--- src/rtl/mem_ctrl_pkg.sv ---
// Shared types for the memory request controller: read FSM states and the wait-counter width.
package mem_ctrl_pkg;

    localparam int unsigned CNT_W = 4;

    typedef enum logic [1:0] {
        IDLE    = 2'd0,
        RD_PEND = 2'd1,
        RD_WAIT = 2'd2,
        RSP     = 2'd3
    } rd_state_e;

endpackage

--- src/rtl/wr_buf_fifo.sv ---
// Posted-write buffer: power-of-2 deep synchronous FIFO with wrapping pointers and an occupancy count.
module wr_buf_fifo #(
    parameter  int unsigned DEPTH = 2,
    parameter  int unsigned WIDTH = 40,
    localparam int unsigned PTR_W = $clog2(DEPTH)
) (
    input  logic             i_clk,
    input  logic             i_rst,
    input  logic             i_push,
    input  logic             i_pop,
    input  logic [WIDTH-1:0] i_data,
    output logic [WIDTH-1:0] o_head,
    output logic             o_full,
    output logic             o_empty,
    output logic [PTR_W:0]   o_count
);

    logic [WIDTH-1:0] mem_q [DEPTH];
    logic [PTR_W-1:0] wr_ptr_q;
    logic [PTR_W-1:0] rd_ptr_q;
    logic [PTR_W:0]   count_q;
    logic [PTR_W:0]   count_d;
    logic             do_push;
    logic             do_pop;

    assign o_full  = (count_q == (PTR_W+1)'(DEPTH));
    assign o_empty = (count_q == '0);
    assign o_count = count_q;
    assign o_head  = mem_q[rd_ptr_q];

    assign do_push = i_push && !o_full;
    assign do_pop  = i_pop && !o_empty;

    // Simultaneous push and pop leaves the occupancy unchanged.
    always_comb begin
        count_d = count_q;
        case ({do_push, do_pop})
            2'b10:   count_d = count_q + (PTR_W+1)'(1);
            2'b01:   count_d = count_q - (PTR_W+1)'(1);
            default: count_d = count_q;
        endcase
    end

    always_ff @(posedge i_clk) begin
        if (i_rst) begin
            wr_ptr_q <= '0;
            rd_ptr_q <= '0;
            count_q  <= '0;
        end else begin
            if (do_push) begin
                mem_q[wr_ptr_q] <= i_data;
                wr_ptr_q        <= wr_ptr_q + PTR_W'(1);
            end
            if (do_pop) begin
                rd_ptr_q <= rd_ptr_q + PTR_W'(1);
            end
            count_q <= count_d;
        end
    end

endmodule

--- src/rtl/mem_req_ctrl.sv ---
// CPU-to-SRAM request controller: posted writes drain in the background, reads wait for the
// buffer to empty, each SRAM strobe is followed by WAIT_CYC busy cycles.
module mem_req_ctrl
    import mem_ctrl_pkg::*;
#(
    parameter int unsigned ADDR_W   = 32,
    parameter int unsigned DATA_W   = 32,
    parameter int unsigned MEM_AW   = 8,
    parameter int unsigned WAIT_CYC = 2,
    parameter int unsigned WB_DEPTH = 2
) (
    input  logic              i_clk,
    input  logic              i_rst,
    input  logic              i_req_valid,
    output logic              o_req_ready,
    input  logic              i_req_we,
    input  logic [ADDR_W-1:0] i_req_addr,
    input  logic [DATA_W-1:0] i_req_wdata,
    output logic              o_rsp_valid,
    output logic [DATA_W-1:0] o_rsp_rdata,
    output logic              o_rsp_err,
    output logic              o_misalign,
    output logic              o_mem_en,
    output logic              o_mem_we,
    output logic [MEM_AW-1:0] o_mem_addr,
    output logic [DATA_W-1:0] o_mem_wdata,
    input  logic [DATA_W-1:0] i_mem_rdata
);

    localparam int unsigned ENT_W  = MEM_AW + DATA_W;
    localparam int unsigned WB_PW  = $clog2(WB_DEPTH);
    localparam logic [CNT_W-1:0] WAIT_V = CNT_W'(WAIT_CYC);

    rd_state_e         state_q, state_d;
    logic [CNT_W-1:0]  wait_q, wait_d;
    logic [CNT_W-1:0]  rd_cnt_q, rd_cnt_d;
    logic [MEM_AW-1:0] rd_addr_q, rd_addr_d;
    logic [DATA_W-1:0] rdata_q, rdata_d;
    logic              err_q, err_d;
    logic              misalign_q, misalign_d;

    logic              accept;
    logic              aligned;
    logic [MEM_AW-1:0] req_waddr;
    logic              port_free;
    logic              rd_strobe;
    logic              wb_push;
    logic              wb_pop;
    logic              wb_full;
    logic              wb_empty;
    logic [ENT_W-1:0]  wb_head;
    logic [WB_PW:0]    wb_count;
    logic              unused_bits;

    assign accept    = i_req_valid && o_req_ready;
    assign aligned   = (i_req_addr[1:0] == 2'b00);
    assign req_waddr = i_req_addr[MEM_AW+1:2];
    assign port_free = (wait_q == '0);
    assign wb_push   = accept && i_req_we && aligned;
    // Drain runs regardless of FSM state; gated by reset so nothing reaches the SRAM then.
    assign wb_pop    = port_free && !wb_empty && !i_rst;
    assign unused_bits = ^{i_req_addr[ADDR_W-1:MEM_AW+2], wb_count};

    wr_buf_fifo #(
        .DEPTH (WB_DEPTH),
        .WIDTH (ENT_W)
    ) u_wr_buf (
        .i_clk   (i_clk),
        .i_rst   (i_rst),
        .i_push  (wb_push),
        .i_pop   (wb_pop),
        .i_data  ({req_waddr, i_req_wdata}),
        .o_head  (wb_head),
        .o_full  (wb_full),
        .o_empty (wb_empty),
        .o_count (wb_count)
    );

    // Read FSM, port-busy counter and sticky misalignment flag.
    always_comb begin
        state_d    = state_q;
        rd_cnt_d   = rd_cnt_q;
        rd_addr_d  = rd_addr_q;
        rdata_d    = rdata_q;
        err_d      = err_q;
        misalign_d = misalign_q;
        rd_strobe  = 1'b0;
        wait_d     = port_free ? wait_q : (wait_q - CNT_W'(1));

        if (accept && !aligned) begin
            misalign_d = 1'b1;
        end
        if (wb_pop) begin
            wait_d = WAIT_V;
        end

        case (state_q)
            IDLE: begin
                if (accept && !i_req_we) begin
                    if (aligned) begin
                        rd_addr_d = req_waddr;
                        state_d   = RD_PEND;
                    end else begin
                        err_d   = 1'b1;
                        rdata_d = '0;
                        state_d = RSP;
                    end
                end
            end
            RD_PEND: begin
                if (wb_empty && port_free && !i_rst) begin
                    rd_strobe = 1'b1;
                    wait_d    = WAIT_V;
                    rd_cnt_d  = WAIT_V;
                    state_d   = RD_WAIT;
                end
            end
            RD_WAIT: begin
                if (rd_cnt_q == '0) begin
                    rdata_d = i_mem_rdata;
                    err_d   = 1'b0;
                    state_d = RSP;
                end else begin
                    rd_cnt_d = rd_cnt_q - CNT_W'(1);
                end
            end
            RSP: begin
                state_d = IDLE;
            end
            default: begin
                state_d = IDLE;
            end
        endcase
    end

    always_ff @(posedge i_clk) begin
        if (i_rst) begin
            state_q    <= IDLE;
            wait_q     <= '0;
            rd_cnt_q   <= '0;
            rd_addr_q  <= '0;
            rdata_q    <= '0;
            err_q      <= 1'b0;
            misalign_q <= 1'b0;
        end else begin
            state_q    <= state_d;
            wait_q     <= wait_d;
            rd_cnt_q   <= rd_cnt_d;
            rd_addr_q  <= rd_addr_d;
            rdata_q    <= rdata_d;
            err_q      <= err_d;
            misalign_q <= misalign_d;
        end
    end

    assign o_req_ready = (state_q == IDLE) && !wb_full;
    assign o_rsp_valid = (state_q == RSP);
    assign o_rsp_err   = o_rsp_valid && err_q;
    assign o_rsp_rdata = rdata_q;
    assign o_misalign  = misalign_q;

    // SRAM port: buffered write and read strobe never coincide (reads need an empty buffer).
    assign o_mem_en    = wb_pop || rd_strobe;
    assign o_mem_we    = wb_pop;
    assign o_mem_addr  = wb_pop    ? wb_head[ENT_W-1:DATA_W] :
                         rd_strobe ? rd_addr_q : '0;
    assign o_mem_wdata = wb_pop ? wb_head[DATA_W-1:0] : '0;

endmodule
--- config.mk ---
export PLATFORM = sky130hd
export DESIGN_NAME = mem_req_ctrl
export DESIGN_NICKNAME = d
export VERILOG_FILES = /design/src/rtl/mem_ctrl_pkg.sv /design/src/rtl/wr_buf_fifo.sv /design/src/rtl/mem_req_ctrl.sv
export SDC_FILE = /design/constraint.sdc
export NUM_CORES = 1
export LEC_CHECK = 0
export ABC_CLOCK_PERIOD_IN_PS = 5500
export BUFFER_PORTS_ARGS = -buffer_cell sky130_fd_sc_hd__buf_4
export CAP_MARGIN = 20
export CORE_UTILIZATION = 52
export CTS_CLUSTER_DIAMETER = 200
export DETAILED_ROUTE_END_ITERATION = 6
export PLACE_DENSITY = 0.8
export SLEW_MARGIN = 20
export SYNTH_ARGS = -nofsm -noshare
export SYNTH_HDL_FRONTEND = slang
export SYNTH_SLANG_ARGS = --single-unit
--- constraint.sdc ---
create_clock -name i_clk -period 5.5 [get_ports i_clk]
set_clock_uncertainty 0.05 [all_clocks]
set_input_delay 0 -clock i_clk [delete_from_list [all_inputs] [get_ports i_clk]]
set_output_delay 0 -clock i_clk [all_outputs]
set_load 0.005 [all_outputs]
# After elaboration in Yosys (flattened, before gate mapping)

Memory sizes are Yosys's and may differ from the RTL's. A register that Yosys moved wholly into a read port is not among the register bits.
Index checks and enable logic that the tools add are counted.
W data, S select, Z words.

Bits in registers: 56
Bits in latches: 0
RAM bits: 80
ROM bits: 0
Output and inout port bits: 78
Memories: 1

Memories:

| memory         | words | width | rd ports | clocked after memory_dff | wr ports | line              | text |
|---|---|---|---|---|---|---|---|
| u_wr_buf.mem_q | 2     | 40    | 1        | 1                        | 1        | wr_buf_fifo.sv:18 | `logic [WIDTH-1:0] mem_q [DEPTH];` |

Add/sub/neg operators: 6
$mul: 0
Divide/modulo/power cells: 0
Order comparisons: 0
Equality and inequality tests: 11
Shift operators: 0
Mux-type cells: 31
Bitwise operators: 0
Reductions and logical operators: 31

Operators by type and width:

| cell                  | count |
|---|---|
| $mux W32              | 4 |
| $pmux W32 S2          | 1 |
| $mux W4               | 6 |
| $mux W8               | 2 |
| $logic_and A1 B1 Y1   | 13 |
| $mux W1               | 10 |
| $ne A2 B2 Y1 const B  | 5 |
| $reduce_and A3 Y1     | 3 |
| $eq A2 B2 Y1 const B  | 4 |
| $logic_not A4 Y1      | 2 |
| $mux W2               | 4 |
| $pmux W2 S4           | 1 |
| $pmux W4 S2           | 1 |
| $sub A4 B1 Y4 const B | 2 |
| $logic_not A2 Y1      | 3 |
| $reduce_bool A2 Y1    | 3 |
| $logic_not A1 Y1      | 5 |
| $eq A2 B1 Y1 const B  | 2 |
| $pmux W2 S2           | 1 |
| $reduce_and A4 Y1     | 1 |
| $add A1 B1 Y1 const B | 2 |
| $add A2 B1 Y2 const B | 1 |
| $pmux W1 S2           | 1 |
| $sub A2 B1 Y2 const B | 1 |
| $logic_or A1 B1 Y1    | 1 |

# Depth between registers and ports, before layout

Gate-level depths: netlist of the first run.

Word-level depth: 10
Gate-level depth with buffers: 10

# By module

From an unflattened synthesis of the first run, not the netlist that was laid out.

Cell total of the unflattened synthesis: 385
Area, all modules: 5475.3 um^2

Modules (own cells, without submodules):

| module       | times used | cells each | area each (um^2) |
|---|---|---|---|
| wr_buf_fifo  | 1          | 149        | 3095.5 |
| mem_req_ctrl | 1          | 236        | 2379.8 |

# Least setup slack after synthesis of the first run

OpenSTA, ideal clock, no wires.

Path kind: reg-to-reg
Start point: register state_q[0]
End point: memory u_wr_buf.mem_q[1][0] (enable)
Library setup time: 0.495 ns
Arrival time: 3.980 ns
Path slack: 0.974 ns
Cell stages (with the launch flop): 6
Path buffers: 0
Clock period less this slack: 4.526 ns
Cells stage by stage: dfxtp_1 > inv_1 > ha_1 > nand2_1 > nand4bb_1 > nor3b_1

Longest elaborated chain between the ends: 9

RTL lines:

| element                          | line                | text |
|---|---|---|
| from (decl)                      | mem_req_ctrl.sv:34  | `rd_state_e state_q, state_d;` |
| from (signal assigned)           | mem_req_ctrl.sv:146 | `state_q <= state_d;` |
| $logic_not A2 Y1                 | mem_req_ctrl.sv:156 | `assign o_req_ready = (state_q == IDLE) && !wb_full;` |
| $logic_and A1 B1 Y1              | mem_req_ctrl.sv:156 |  |
| $logic_and A1 B1 Y1              | mem_req_ctrl.sv:55  | `assign accept = i_req_valid && o_req_ready;` |
| $logic_and A1 B1 Y1 (2 in a row) | mem_req_ctrl.sv:59  | `assign wb_push = accept && i_req_we && aligned;` |
| $logic_and A1 B1 Y1              | wr_buf_fifo.sv:31   | `assign do_push = i_push && !o_full;` |
| $mux W1                          | wr_buf_fifo.sv:50   | `if (do_push) begin` |
| $mux W1                          | wr_buf_fifo.sv:45   | `if (i_rst) begin` |
| $mux W1 (not written as such)    | wr_buf_fifo.sv:51   | `mem_q[wr_ptr_q] <= i_data;` |
| to (decl)                        | wr_buf_fifo.sv:18   |  |

No other way between the ends.

# Worst setup path in the final report of the first run

Start point: register rd_cnt_q[0]
End point: register rdata_q[17], in the netlist o_rsp_rdata[17]

Longest elaborated chain between the ends: 3

RTL lines:

| element                            | line                | text |
|---|---|---|
| from (decl)                        | mem_req_ctrl.sv:36  | `logic [CNT_W-1:0] rd_cnt_q, rd_cnt_d;` |
| from (signal assigned)             | mem_req_ctrl.sv:148 | `rd_cnt_q <= rd_cnt_d;` |
| $logic_not A4 Y1                   | mem_req_ctrl.sv:119 | `if (rd_cnt_q == '0) begin` |
| $ne A2 B2 Y1 (no source line)      | n/a                 |  |
| $reduce_and A4 Y1 (no source line) | n/a                 |  |
| to (signal assigned)               | mem_req_ctrl.sv:150 | `rdata_q <= rdata_d;` |
| to (decl)                          | mem_req_ctrl.sv:38  | `logic [DATA_W-1:0] rdata_q, rdata_d;` |

No other way between the ends.
A chain may end at the register's enable or synchronous reset.

==> impl_metrics.json, run 1 <==
{
  "worst_pin_slew_ns": 0.789,
  "io-pin-count": 178,
  "clk_pin_slew_worst_paths_ns": 0.06,
  "drv_cap": 0,
  "cts_made_buffers": 17,
  "fp-row-count": 39,
  "rsz0062_at_grt": "false",
  "startpoint_type": "flop",
  "power_frac_comb": 0.297,
  "dp.cells": 844,
  "critPathMaxFanout": 63,
  "die_y_um": 112,
  "postCtsHoldBufs": 72,
  "setup_violations": 0,
  "synth_edf_count": 80,
  "dpl.hpwl_mm": 9.72,
  "violations": "DRC",
  "cts_resized": 0,
  "via_count": 5422,
  "cp-end-kind": "flop",
  "min_from": "i_rst",
  "syn_area_um2": 6310,
  "yosysSeqAreaShare": 0.561,
  "grt_max_degree": 64,
  "postRouteWirelength_mm": 17.5,
  "cp-startpoint": "rd_cnt_q[0]",
  "synthFlopType": "edfxtp_1",
  "path_cells": "inv_1, ha_1, or3b_4, nor2_4, nand3_1, a31oi_1",
  "core_area_um2": 11600,
  "grtUsageTotal": 0.282,
  "seqPwrFrac": 0.370,
  "crit_required_ns": 5.78,
  "reg2reg_depth": 6,
  "nNetsFinal": 901,
  "syn_avg_cell_area_um2": 10.8,
  "peakVddDrop_mv": 0.243,
  "crit_buf_inv": 1,
  "setup_ws_ns": 3.02,
  "tns_ns": 0,
  "p_int_mw": 2.19,
  "arrival_ns": 2.77,
  "period_share": 0.452,
  "finalMaxSlewViolations": 0,
  "crit_end": "o_rsp_rdata[17]",
  "antenna_found_initial": 0,
  "gp_congestion": 0.747,
  "cts_setup_buffers": 0,
  "yosys.cell_types.count": 47,
  "reg2reg_from": "rd_cnt_q[0]",
  "critPathKind": "reg -> reg",
  "start_util": 0.543,
  "diodes": 0,
  "holdWs_ns": 0.0428,
  "finalHoldViolCount": 0,
  "grt_pass1_wl_mm": 27.9,
  "power_frac_clock": 0.332,
  "drc": 13,
  "utilization": 0.759,
  "worst_path_max_delay_cell": "nor2_4",
  "clk_path_buf_depth": 2,
  "cp_top_family": "simple AND/OR/NAND/NOR gates",
  "root_buffer": "clkbuf_16",
  "status": "complete, but fails checks",
  "cpPeakStageDelay_ns": 0.70,
  "syn2layout_area_growth_pct": 39.7,
  "syn_nets": 693,
  "clk_latency_ns": 0.41,
  "slew_headroom": 0.472,
  "final_cell_count_no_fill": 948,
  "via_per_inst": 5.72,
  "die-area_um2": 12600,
  "drive_above_1_share": 0.261,
  "wl_per_cell_um": 18.4,
  "pre_cts_ws_ns": 2.71,
  "cts_num_sinks": 137,
  "p_sw_mw": 1.11,
  "ff2ff_setup_slack_ns": 3.02,
  "power_leakage_nw": 3.27,
  "synth_warnings": 0,
  "swShare": 0.337,
  "r2r_end": "o_rsp_rdata[17]",
  "cts_max_level": 4,
  "grt_pass1_vias": 5599,
  "fmax_mhz": 403,
  "holdCritPathClass": "in -> reg",
  "grt-ovfl-total": 0,
  "die_w_um": 112,
  "drtAntennaViolNets": 0,
  "cp_num_cells": 6,
  "synth_cells": 584,
  "period_minus_slack_ns": 2.48,
  "async_reset_ff_frac": 0,
  "ys_ff_latch": 137,
  "cts_tree": "done",
  "power.density_nw_per_um2": 374,
  "first_pass_iters": 7,
  "numPortBuffers": 155,
  "drtIter0Drc": 382
}
[registers in the layout (all words and copies together), names as in the netlist, named ones only]
signal             cells
u_wr_buf.rd_ptr_q      1
o_rsp_rdata           32
rd_addr_q              8
rd_cnt_q               4
u_wr_buf.o_count       2
err_q                  1
o_misalign             1
wait_q                 4
u_wr_buf.wr_ptr_q      1
state_q                2
u_wr_buf.mem_q        80
[power groups by stage]
stage	sequential, mW	combinational [mW]	clock, mW
after floorplan	1.22	0.707	0
after global placement	1.23	0.864	0
after detailed placement	1.24	0.916	0
after CTS	1.22	0.965	1.10
after global routing	1.23	1.08	1.15
final	1.22	0.980	1.09
[routing by layer]
metal,wire length [µm],share of wire,global-route usage,vias to the layer above
met5,0,0,0,-
met4,331,0.019,0.104,0
met3,1240,0.071,0.0794,29
met2,9040,0.52,0.501,206
met1,6850,0.39,0.324,2641
li1,-,-,-,2546
[synthesized netlist by cell type (3+ instances only)]
master / count / area share
nand2_1: 10 / 0.0059
a21oi_1: 10 / 0.0079
nor3b_1: 33 / 0.039
mux2i_1: 49 / 0.078
o21ai_0: 35 / 0.028
dfxtp_1: 57 / 0.18
buf_1: 6 / 0.0036
a31oi_1: 31 / 0.031
buf_6: 4 / 0.0071
buf_2: 9 / 0.0071
inv_1: 13 / 0.0077
o21ai_1: 14 / 0.011
nand3_1: 66 / 0.052
nor2_1: 53 / 0.032
or4_1: 3 / 0.0036
clkbuf_1: 25 / 0.015
ha_1: 9 / 0.018
and2_1: 32 / 0.032
or3_1: 4 / 0.0040
edfxtp_1: 80 / 0.38
nor3_1: 6 / 0.0048
[cells in the final DEF, fill, tap and decap left out, drive strengths merged, types with 4 or more instances in the layout]
master	netlist	final
o21ai	49	49
ha	9	9
nand3	66	66
a31oi	31	31
nor3b	34	34
edfxtp	80	80
dfxtp	57	57
mux2i	49	49
dlygate4sd3	0	72
a21oi	10	10
inv	13	16
nand2	10	10
nor2	54	54
or3	4	4
clkinv	0	9
buf	21	164
clkbuf	26	19
and2	32	32
nor3	6	6
[cell families after synthesis]
logic type,count (synthesis),share of synthesized area
compound gates,102,0.0938
xor+xnor,4,0.00555
fa+ha+maj,9,0.0178
buf+inv,60,0.0436
flops,137,0.561
mux,49,0.0777
simple gates,223,0.200
[metrics by stage]
stage               instance area [µm²]  power [mW]
CTS                                8810        3.28
floorplan                          6310        1.93
finish                             8810        3.30
detailed placement                 7520        2.16
global placement                   7520        2.10
global route                       8810        3.46
[area by class of cell]
| cell class | count | area [µm²] |
|---|---|---|
| Fill cell | 734 | 2800 |
| Multi-Input combinational cell | 387 | 2520 |
| Clock inverter | 13 | 119 |
| Timing Repair Buffer | 236 | 1950 |
| Inverter | 13 | 48.8 |
| Clock buffer | 19 | 454 |
| Tap cell | 143 | 179 |
| Sequential cell | 137 | 3540 |
[worst min path at each step]
stage | end | slack (ns) | cells past startpoint
CTS | wait_q[1] | 0.04 | 2
global route | u_wr_buf.wr_ptr_q | 0.07 | 2
finish | wait_q[1] | 0.04 | 2
detailed placement | u_wr_buf.mem_q[1][31] | 0.14 | 1
floorplan | u_wr_buf.mem_q[0][0] | 0.05 | 0
global placement | u_wr_buf.mem_q[0][9] | 0.14 | 1
Power figures use the tool's default switching activity.
==> run 2: changes to the inputs <==
--- a/config.mk
+++ b/config.mk
@@ -5,13 +5,13 @@
 export SDC_FILE = /design/constraint.sdc
 export NUM_CORES = 1
 export LEC_CHECK = 0
-export ABC_CLOCK_PERIOD_IN_PS = 5500
+export ABC_CLOCK_PERIOD_IN_PS = 2200
 export BUFFER_PORTS_ARGS = -buffer_cell sky130_fd_sc_hd__buf_4
 export CAP_MARGIN = 20
-export CORE_UTILIZATION = 52
+export CORE_UTILIZATION = 47
 export CTS_CLUSTER_DIAMETER = 200
 export DETAILED_ROUTE_END_ITERATION = 6
-export PLACE_DENSITY = 0.8
+export PLACE_DENSITY = 0.76
 export SLEW_MARGIN = 20
 export SYNTH_ARGS = -nofsm -noshare
 export SYNTH_HDL_FRONTEND = slang
==> constraint.sdc (replaced) <==
create_clock -name i_clk -period 2.2 [get_ports i_clk]
set_clock_uncertainty 0.05 [all_clocks]
set_input_delay 0 -clock i_clk [delete_from_list [all_inputs] [get_ports i_clk]]
set_output_delay 0 -clock i_clk [all_outputs]
set_load 0.005 [all_outputs]
==> run 2 against run 1 <==
- the flow now finishes without violations
- setup slack worse by 2.9 ns
- power grew to 2.6 times the previous value
- critical endpoint is now o_mem_addr[0]
- combinational power increased to 2.9 times the previous value
- sequential share of layout area shrank 1.4 points
- count of clock-buffer cells in the layout shrank 2
- hold slack got worse by 0.0048 ns
- routed wire length decreased by 4.8%
- first-iteration DRC count grew 24%
- final cell count rose by 4.6%
==> impl_metrics.json, run 2 (same netlist as run 1, synthesis figures left out) <==
{
  "status": "completed",
  "nNetsFinal": 916,
  "clk_pin_slew_worst_paths_ns": 0.06,
  "fmax_mhz": 482,
  "worst_pin_slew_ns": 0.602,
  "drc": 0,
  "multi_input_area_um2": 2600,
  "grt_pass1_vias": 5450,
  "io-pin-count": 178,
  "fp-row-count": 41,
  "antenna_found_initial": 0,
  "core_area_um2": 12900,
  "gp_congestion": 0.770,
  "top_usage_layer": "met2",
  "start_util": 0.490,
  "gr-usage-met3": 0.0659,
  "clk_latency_ns": 0.41,
  "syn2layout_area_growth_pct": 44.8,
  "cts_num_sinks": 137,
  "final_common_cell": "buf_4",
  "numPortBuffers": 155,
  "wl_per_cell_um": 16.7,
  "drtIter0Drc": 472,
  "mostFrequentLayoutCells": "buf_4 (169), edfxtp_1 (80), dlygate4sd3_1 (74), nand3_1 (66), dfxtp_1 (54)",
  "via_count": 5429,
  "holdCritPathClass": "in -> reg",
  "critPathMaxFanout": 41,
  "grt_pass1_wl_mm": 26.6,
  "holdWs_ns": 0.0380,
  "crit_required_ns": 2.15,
  "finalHoldViolCount": 0,
  "regArea_um2": 3550,
  "cts_made_buffers": 17,
  "diodes": 0,
  "via_per_inst": 5.47,
  "fillers": 869,
  "cts_tree": "done",
  "period_share": 0.943,
  "postRouteWirelength_mm": 16.6,
  "peakVddDrop_mv": 0.815,
  "grt_max_degree": 55,
  "power_leakage_nw": 3.37,
  "slew_headroom": 0.599,
  "use_met1": 0.274,
  "arrival_ns": 2.03,
  "drv_cap": 0,
  "top_register": "u_wr_buf.mem_q",
  "drive_above_1_share": 0.285,
  "finalPower_mw": 8.53,
  "ff2ff_setup_slack_ns": 0.13,
  "power.density_nw_per_um2": 934,
  "die_y_um": 118,
  "largest_register_ffs": 80,
  "first_pass_iters": 5,
  "cp-end-kind": "output port",
  "finalMaxSlewViolations": 0,
  "grtUsageMet2": 0.433,
  "die_w_um": 118,
  "period_minus_slack_ns": 2.08,
  "grt-ovfl-total": 0,
  "cts_max_level": 4,
  "critPathKind": "reg -> out",
  "startpoint_type": "flop",
  "grtUsageTotal": 0.238,
  "root_buffer": "clkbuf_16",
  "die-area_um2": 13900,
  "tns_ns": 0,
  "clk_path_buf_depth": 2,
  "drtAntennaViolNets": 0,
  "setup_violations": 0,
  "dpl.hpwl_mm": 10.1
}
[run 2: report_power, final]
part	leakage (nW)	switching (mW)	internal, mW	total (mW)
clock	0.269	1.18	1.49	2.67
combinational	1.92	1.62	1.19	2.81
sequential	1.18	0.163	2.89	3.06
[run 2: metal layers]
metal,part of all wire,up-vias,routed length [µm]
met5,0,-,0
met4,0.0087,0,145
met3,0.069,16,1150
met2,0.51,215,8550
met1,0.41,2619,6770
li1,-,2579,-
[run 2: cell type report]
type / instances / share of cell area
flip-flops and latches: 137 / 0.388
multi-input cells: 387 / 0.285
repair buffers: 251 / 0.237
clock buffers: 17 / 0.0466
well taps: 172 / 0.0236
clock inverters: 15 / 0.0147
inverters: 13 / 0.00534
[run 2: worst max-delay path: stages (launching register included)]
cell and delay, ns:
dfxtp_1 0.30, inv_1 0.13, ha_4 0.18, nor4b_4 0.31, o21ai_4 0.12, buf_8 0.20, o21ai_0 0.20, buf_4 0.15
[run 2: final timing paths]
| path | from | end | cells after the start |
|---|---|---|---|
| worst max register to register | wait_q[0] | rd_cnt_q[2] | 8 |
| worst min-delay path | i_req_we | u_wr_buf.wr_ptr_q | 4 |
| worst min register to register | o_misalign | o_misalign | 2 |
| worst max-delay path | wait_q[0] | o_mem_addr[0] | 7 |
[run 2: stage by stage]
stage,std cells,util,instance area [µm²],setup slack [ns]
final,992,0.710,9140,0.125
after global routing,992,0.710,9140,-0.0246
after CTS,991,0.706,9090,0.0373
after detailed placement,884,0.604,7780,0.101
after global placement,884,0.604,7780,0.217
after floorplan,584,-,6370,-0.238
[run 2: timing repair]
action | in CTS | in global routing
hold buffers | 74 | 0
pin swaps | 0 | 0
cloned | 0 | 0
endpoints found under the setup margin | 9 | 11
setup buffers | 1 | 1
resized for setup | 4 | 13
endpoints found under the hold margin | 124 | 0
==> run 3: changes to the inputs <==
--- a/config.mk
+++ b/config.mk
@@ -5,7 +5,7 @@
 export SDC_FILE = /design/constraint.sdc
 export NUM_CORES = 1
 export LEC_CHECK = 0
-export ABC_CLOCK_PERIOD_IN_PS = 2200
+export ABC_CLOCK_PERIOD_IN_PS = 1850
 export BUFFER_PORTS_ARGS = -buffer_cell sky130_fd_sc_hd__buf_4
 export CAP_MARGIN = 20
 export CORE_UTILIZATION = 47
==> constraint.sdc (replaced) <==
create_clock -name i_clk -period 1.85 [get_ports i_clk]
set_clock_uncertainty 0.05 [all_clocks]
set_input_delay 0 -clock i_clk [delete_from_list [all_inputs] [get_ports i_clk]]
set_output_delay 0 -clock i_clk [all_outputs]
set_load 0.005 [all_outputs]
==> run 3 against run 2 <==
- hold slack gained 0.027 ns
- the flow now finishes with violations (setup timing)
- highest routed layer unchanged
- first-iteration DRC count grew 8.9%
- sequential power grew 19%
==> impl_metrics.json, run 3 (same netlist as run 1, synthesis figures left out) <==
{
  "via_count": 6128,
  "violations": "setup timing",
  "multi_input_area_um2": 3090,
  "syn2layout_area_growth_pct": 64.0,
  "regArea_um2": 3550,
  "fp-row-count": 41,
  "top_register": "u_wr_buf.mem_q",
  "diodes": 0,
  "power.density_nw_per_um2": 1160,
  "antenna_found_initial": 0,
  "final_common_cell": "buf_4",
  "startpoint_type": "flop",
  "p_int_mw": 7.61,
  "wl_per_cell_um": 22.1,
  "worst_pin_slew_ns": 0.573,
  "grt-ovfl-total": 0,
  "min_from": "i_req_valid",
  "grt_pass1_vias": 5852,
  "die-area_um2": 13900,
  "tns_ns": -8.90,
  "drv_cap": 0,
  "dpl.hpwl_mm": 10.3,
  "peakVddDrop_mv": 0.839,
  "period_share": 1.11,
  "die_y_um": 118,
  "rsz0062_at_grt": "true",
  "cts_max_level": 4,
  "drtIter0Drc": 514,
  "cts_num_sinks": 137,
  "clk_path_buf_depth": 2,
  "first_pass_iters": 7,
  "drtAntennaViolNets": 0,
  "cp-startpoint": "wait_q[0]",
  "mostFrequentLayoutCells": "buf_4 (165), edfxtp_1 (80), dlygate4sd3_1 (73), nand3_1 (65), dfxtp_1 (50)",
  "cp-end-kind": "output port",
  "grtUsageTotal": 0.267,
  "root_buffer": "clkbuf_16",
  "io-pin-count": 178,
  "fin_area_um2": 10400,
  "swShare": 0.365,
  "gp_congestion": 0.777,
  "cts_made_buffers": 17,
  "grt_max_degree": 50,
  "holdCritPathClass": "in -> reg",
  "fmax_mhz": 486,
  "clk_latency_ns": 0.41,
  "setup_ws_ns": -0.206,
  "numPortBuffers": 155,
  "status": "complete, but fails checks",
  "final_cell_count_no_fill": 1045,
  "fillers": 676,
  "critPathKind": "reg -> out",
  "reg2reg_from": "wait_q[0]",
  "utilization": 0.804,
  "slew_headroom": 0.618,
  "postRouteWirelength_mm": 23.1,
  "seqPwrFrac": 0.303,
  "dpl_cell_area_um2": 7950,
  "critPathMaxFanout": 6,
  "grt_pass1_wl_mm": 29.2,
  "drc": 0,
  "setup_violations": 76,
  "start_util": 0.490,
  "cts_tree": "done",
  "finalMaxSlewViolations": 0,
  "power_frac_comb": 0.434,
  "power_frac_clock": 0.262,
  "core_area_um2": 12900,
  "crit_required_ns": 1.80,
  "die_w_um": 118,
  "clk_pin_slew_worst_paths_ns": 0.06,
  "finalHoldViolCount": 0,
  "nNetsFinal": 969,
  "drive_above_1_share": 0.428,
  "power_leakage_nw": 3.83,
  "period_minus_slack_ns": 2.06,
  "p_sw_mw": 4.38,
  "dp.cells": 905,
  "via_per_inst": 5.86,
  "largest_register_ffs": 80,
  "pre_cts_ws_ns": -0.121,
  "arrival_ns": 2.01
}
run 3: area by class of cell:
cell class	instances	area share
timing repair buffer	302	0.281
clock inverter	14	0.00979
inverter	13	0.00520
sequential	137	0.343
tap	172	0.0208
multi-input combinational	389	0.298
clock buffer	18	0.0415
run 3: worst max-delay path, stage by stage (launching register included):
cell       delay, ns
dfxtp_2         0.32
inv_2           0.08
ha_4            0.14
nor4b_4         0.24
buf_4           0.18
o21ai_4         0.08
buf_12          0.16
clkbuf_16       0.17
nor2_4          0.11
buf_6           0.11
run 3: per-stage QoR:
step,total power [mW],hold WS (ns)
4_1_cts,10.4,0.0461
3_3_place_gp,6.81,0.135
5_1_grt,12.4,0.0721
3_5_place_dp,6.99,0.139
6_report,12.0,0.0646
2_1_floorplan,5.83,0.0489
run 3: metal layers:
| metal | vias to the layer above | share of wire | GRT usage | wire length [µm] |
|---|---|---|---|---|
| met5 | - | 0 | 0 | 0 |
| met4 | 0 | 0.027 | 0.104 | 634 |
| met3 | 54 | 0.071 | 0.0775 | 1640 |
| met2 | 368 | 0.53 | 0.474 | 12300 |
| met1 | 3006 | 0.37 | 0.301 | 8520 |
| li1 | 2700 | - | - | - |
run 3: worst paths after layout:
path / depth (start not counted) / slack (ns) / to
hold / removal: 6 / 0.06 / o_misalign
setup / recovery: 9 / -0.21 / o_mem_wdata[18]
hold reg to reg: 2 / 0.43 / o_misalign
setup reg to reg: 9 / -0.10 / u_wr_buf.o_count[1]
run 3: timing repair:
item,4_1_cts,5_1_grt
cloned,4,12
pin swaps,13,43
hold endpoints to repair,120,0
hold buffers,73,0
setup endpoints to repair,109,158
buffers inserted,11,8
gates resized for setup,37,170
run 3: power groups by stage:
stage	Clock (mW)	Sequential [mW]	Combinational (mW)
4_1_cts	3.06	3.60	3.71
5_1_grt	3.27	3.65	5.44
3_3_place_gp	0	3.65	3.16
2_1_floorplan	0	3.64	2.18
3_5_place_dp	0	3.66	3.33
6_report	3.14	3.64	5.20
